===== config.mk =====
export PLATFORM = sky130hd
export DESIGN_NAME = irq_ctrl
export DESIGN_NICKNAME = d
export VERILOG_FILES = /design/src/rtl/irq_ctrl.sv
export SDC_FILE = /design/constraint.sdc
export NUM_CORES = 1
export LEC_CHECK = 0
export ABC_AREA = 0
export ABC_CLOCK_PERIOD_IN_PS = 3000
export CORE_UTILIZATION = 35
export DETAILED_ROUTE_END_ITERATION = 10
export PLACE_DENSITY = 0.84
export SYNTH_ARGS = -nofsm -noshare
export SYNTH_HDL_FRONTEND = slang
export SYNTH_SLANG_ARGS = --single-unit

===== constraint.sdc =====
create_clock -name clk -period 3 [get_ports clk]
set_input_delay 0.75 -clock clk [delete_from_list [all_inputs] [get_ports clk]]
set_output_delay 0.75 -clock clk [all_outputs]
set_load 0.1 [all_outputs]

===== src/rtl/irq_ctrl.sv =====
// Interrupt controller in front of the picorv32 irq input: synchronises peripheral
// requests, latches edge/level events into PENDING, masks them with ENABLE and drives irq_o.
module irq_ctrl #(
   parameter int NUM_SRC     = 8,
   parameter int IRQ_BASE    = 3,
   parameter int SYNC_STAGES = 2
) (
   input  logic               clk,
   input  logic               reset,
   input  logic               irq_sel,
   input  logic [3:0]         addr,
   input  logic [3:0]         wstrb,
   input  logic [31:0]        data_i,
   output logic               irq_ready,
   output logic [31:0]        data_o,
   input  logic [NUM_SRC-1:0] irq_src,
   input  logic [31:0]        eoi,
   output logic [31:0]        irq_o
);

   localparam logic [1:0] REG_PENDING = 2'd0;
   localparam logic [1:0] REG_ENABLE  = 2'd1;
   localparam logic [1:0] REG_EDGE    = 2'd2;
   localparam logic [1:0] REG_STATUS  = 2'd3;

   logic [NUM_SRC-1:0] sync_q [SYNC_STAGES];
   logic [NUM_SRC-1:0] hist_q;
   logic [NUM_SRC-1:0] pending_q;
   logic [NUM_SRC-1:0] enable_q;
   logic [NUM_SRC-1:0] edge_q;

   logic [NUM_SRC-1:0] sync;
   logic [NUM_SRC-1:0] rise;
   logic [NUM_SRC-1:0] status;
   logic [NUM_SRC-1:0] w1c;
   logic [NUM_SRC-1:0] eoi_src;
   logic [NUM_SRC-1:0] pending_d;
   logic [NUM_SRC-1:0] wr_bits;
   logic [NUM_SRC-1:0] wr_mask;
   logic [31:0]        byte_mask;
   logic [31:0]        rdata;
   logic [31:0]        status_ext;
   logic               accept;
   logic               wr_en;
   logic               unused_bits;

   assign accept  = irq_sel & ~irq_ready;
   assign wr_en   = accept & (wstrb != 4'b0000);
   assign sync    = sync_q[SYNC_STAGES-1];
   assign rise    = sync & ~hist_q;
   assign status  = pending_q & enable_q;
   assign eoi_src = eoi[IRQ_BASE +: NUM_SRC];
   assign wr_mask = byte_mask[NUM_SRC-1:0];
   assign wr_bits = data_i[NUM_SRC-1:0];
   assign w1c     = (wr_en && addr[3:2] == REG_PENDING) ? (wr_bits & wr_mask) : '0;

   // Edge bits: a new rise beats any clear landing on the same cycle.
   // Level bits: follow the synchronised input, clears have no effect.
   assign pending_d = (edge_q & (rise | (pending_q & ~(w1c | eoi_src)))) | (~edge_q & sync);

   assign unused_bits = ^{addr[1:0], eoi, data_i, byte_mask};

   always_comb begin
      byte_mask = '0;
      for (int k = 0; k < 4; k++) begin
         byte_mask[8*k +: 8] = {8{wstrb[k]}};
      end
   end

   always_comb begin
      rdata = '0;
      case (addr[3:2])
         REG_PENDING: rdata[NUM_SRC-1:0] = pending_q;
         REG_ENABLE:  rdata[NUM_SRC-1:0] = enable_q;
         REG_EDGE:    rdata[NUM_SRC-1:0] = edge_q;
         REG_STATUS:  rdata[NUM_SRC-1:0] = status;
         default:     rdata = '0;
      endcase
   end

   always_comb begin
      status_ext = '0;
      status_ext[NUM_SRC-1:0] = status;
   end

   // History keeps tracking in both modes so an EDGE change never fakes a rise.
   always_ff @(posedge clk or posedge reset) begin
      if (reset) begin
         for (int s = 0; s < SYNC_STAGES; s++) begin
            sync_q[s] <= '0;
         end
         hist_q    <= '0;
         pending_q <= '0;
      end else begin
         sync_q[0] <= irq_src;
         for (int s = 1; s < SYNC_STAGES; s++) begin
            sync_q[s] <= sync_q[s-1];
         end
         hist_q    <= sync;
         pending_q <= pending_d;
      end
   end

   always_ff @(posedge clk or posedge reset) begin
      if (reset) begin
         irq_ready <= 1'b0;
         data_o    <= '0;
         enable_q  <= '0;
         edge_q    <= '0;
      end else begin
         irq_ready <= accept;
         data_o    <= accept ? rdata : '0;
         if (wr_en && addr[3:2] == REG_ENABLE) begin
            enable_q <= (enable_q & ~wr_mask) | (wr_bits & wr_mask);
         end
         if (wr_en && addr[3:2] == REG_EDGE) begin
            edge_q <= (edge_q & ~wr_mask) | (wr_bits & wr_mask);
         end
      end
   end

   always_ff @(posedge clk or posedge reset) begin
      if (reset) begin
         irq_o <= '0;
      end else begin
         irq_o <= status_ext << IRQ_BASE;
      end
   end

endmodule


=== After elaboration in Yosys (flattened, before gate mapping) ===
Index checks and enable logic that the tools add are counted.

* Input bits: 83
* Bits in registers: 65
* Word-level logic and storage cells: 40
* Output and inout port bits: 65

* Mux-type cells: 3
* Equal/unequal tests: 3
* Bitwise operators: 20
* Reduce and logical (&&, ||, !) cells: 5

{| class="wikitable"
|+ Operators by type and width
! cell !! count
|-
| AND 8 bit || 8
|-
| bitwise OR 8 bit || 5
|-
| inverter 8 bit || 4
|-
| one-hot mux 8 bit (4 select lines) || 1
|-
| 2-to-1 mux 8 bit || 2
|-
| == test 2 bit (second input constant) || 2
|-
| nonzero test 4 bit || 1
|-
| logical AND 1 bit || 3
|-
| AND 1 bit || 2
|-
| == test 2 x 1 -> 1 bit (second input constant) || 1
|-
| logical NOT 2 bit || 1
|-
| inverter 1 bit || 1
|}

=== Longest topological paths before layout ===
* Word-level depth: 11
* Mapped depth: 4
* Depth with buffers taken out: 3

=== Worst setup path after synthesis ===
Ideal clock, no wire load.

* Path type: flip-flop to flip-flop
* Start: register irq_ready
* End: register (tool-made name)
* Setup slack: 1,238 ps
* Cell stages (with the launch flop): 4
* Path buffers: 0
* Data arrival time: 1,637 ps
* Data required time: 2,875 ps
* Clock period less this slack: 1,762 ps
* Setup time: 125 ps
* Cells stage by stage: dfrtp_1 > nand3b_4 > nor2_4 > mux2_2

{| class="wikitable"
|+ RTL lines
! element !! RTL line !! source
|-
| start: declaration || 14 || <nowiki>output logic irq_ready,</nowiki>
|-
| start signal: assignment || 111 || <nowiki>irq_ready <= accept;</nowiki>
|}

==> results.cfg <==
[logic_synthesis]
yosysWarnings = 0
async_flop_share_pct = 100
yosysSeqAreaShare_pct = 59.9
netlist_top_cells_count = 65 x dfrtp_1, 50 x buf_4, 16 x mux2_2, 16 x nand2_1
ys.flop_type = dfrtp_1
yosysMostFrequentCell = dfrtp_1
synth_cells = 218
synth_seq_cells = 65
netlist.area_leader.share_pct = 59.9
yosysUniqueCellTypes = 24
synth-edff-count = 0
avgSynthCellArea_um2 = 12.5
yosys.area.top_type = dfrtp_1
synth_area_mm2 = 0.00272
yosys-top-cells-area = dfrtp_1 60%, buf_4 14%, mux2_2 6.6%, o221a_2 2.9%, a22o_1 2.6%

[die]
rows = 31
core_mm2 = 0.00737
initial_core_util_pct = 36.9
dieArea_mm2 = 0.00812
die_x_um = 90.1
io_pins = 148
die_h_um = 90.1

[critical_path]
worstPathArrival_ns = 2.35
required_ns = 3.22
startpoint_type = input port
critical_path_class = in2reg
path_max_fanout = 9
cp-end-kind = flop

[clock_tree]
clk_path_buf_depth = 2
cts_tree = yes
h-tree-depth = 3
clk_latency_ns = 0.33
clockRootBuffer = clkbuf_8
postCtsSetupRepairBufs = 0
cts_resized = 0
cts_buffers = 9
cts_hold_buf = 0
clock_sinks = 65
clk_transition_reported_paths_ns = 0.07

[global_routing]
grt_max_degree = 36
grt_pass1_vias = 1553
antenna_found_initial = 0
grt_pass1_wl_um = 7670
grt_util_all_layers_pct = 12.5
grt_overflow = 0

[sta]
period_needed_ns = 2.13
rsz0062_at_grt = false
worst_pin_slew_ns = 0.662
hold_ws_ns = 0.345
setup_viol = 0
hold_viol = 0
setup_ws_ns = 0.874
fmax_ghz = 0.470
finClkSkew_ns = 0.00708
fin_crit_sh_pct = 70.9
final-max-slew-violation-count = 0
setup-tns-final_ns = 0
max-slew-margin-rel_pct = 55.8

[cells_and_area]
fillers = 702
syn2layout_area_growth_pct = 19.9
antenna-diode-count = 0
seqCellArea_mm2 = 0.00163
drive_gt1_share_pct = 23.0
multiInputGateArea_um2 = 850
final_area_mm2 = 0.00326
nets = 356

[job]
drv_cap = 0

[power]
power_density_mw_per_mm2 = 755
leakage_nw = 1.58
ir_drop_uv = 270

[routing]
drtAntennaViolNets = 0
viasPerCell = 4.22
via_count = 1590
post_drt_wl_per_cell_um = 12.5
drc = 0
routed_wl_um = 4710
first_iter_violations = 55
first_pass_iters = 4

[placed_design]
dpl_cell_area_mm2 = 0.00309
place_ws_ns = 0.516
port_buffers = 46
hpwl_um = 3340
gp_congestion = 0.756

[min_path]
hold_class = reg2reg

[status]
status = completed
-- layout make-up --
cell class,instances,area share (%)
sequential,65,49.9
timing repair buffer,49,13.9
clock buffer,11,4.34
tap,99,3.80
clock inverter,5,0.960
inverter,9,1.04
multi-input combinational,139,26.1
-- logic make-up after synthesis --
family          after synthesis  synth area share, %
buf+inv                      61                 15.4
mux                          17                 7.00
flops                        65                 59.9
other cells                   1                0.138
compound gates               23                 7.32
simple gates                 51                 10.3
-- path summary, 6_finish.rpt --
check,cells after the start,startpoint,end,slack (ns)
min reg2reg,0,sync_q[13],sync[5],0.34
max in group asynchronous,3,reset,async pin,1.57
min,0,sync_q[13],sync[5],0.34
max,4,addr[3],flop,0.87
max reg2reg,3,irq_ready,flop,1.60
min in group asynchronous,2,reset,sync_q[9],0.83
-- metal layers --
metal  global-route usage [%]  wire length (um)
met1                     15.5              2010
met2                     18.5              2240
met3                     6.01               393
met4                     4.97                63
met5                        0                 0
-- critical path, stage by stage --
cell             delay, ns
clkdlybuf4s50_1       0.57
nand2b_1              0.35
nor2_8                0.31
mux2_2                0.36
-- per-stage QoR --
stage	cells	total power [mW]	utilization [%]
detailed placement	361	1.84	41.9
global route	377	2.58	44.2
finish	377	2.46	44.2
global placement	361	1.82	41.9
CTS	377	2.49	44.2
floorplan	265	1.74	-
-- power by group --
part,total (mW),internal (mW),switching [mW]
clock,0.640,0.319,0.321
combinational,0.756,0.167,0.589
sequential,1.07,0.992,0.0748
-- cell usage in the layout (no fill, tap or decap), drive strengths merged --
cell type,instances
a22o,8
nor2,11
buf,20
o221a,7
mux2,16
nor3,1
nand2b,3
mux2i,1
clkinvlp,1
inv,9
clkdlybuf4s50,29
nand3,8
nand3b,1
a21oi,7
nor2b,1
and3b,1
clkbuf,11
nand2,17
clkinv,4
and2,8
a2111oi,1
dfrtp,65
conb,48
(Power assumes the default switching activity.)
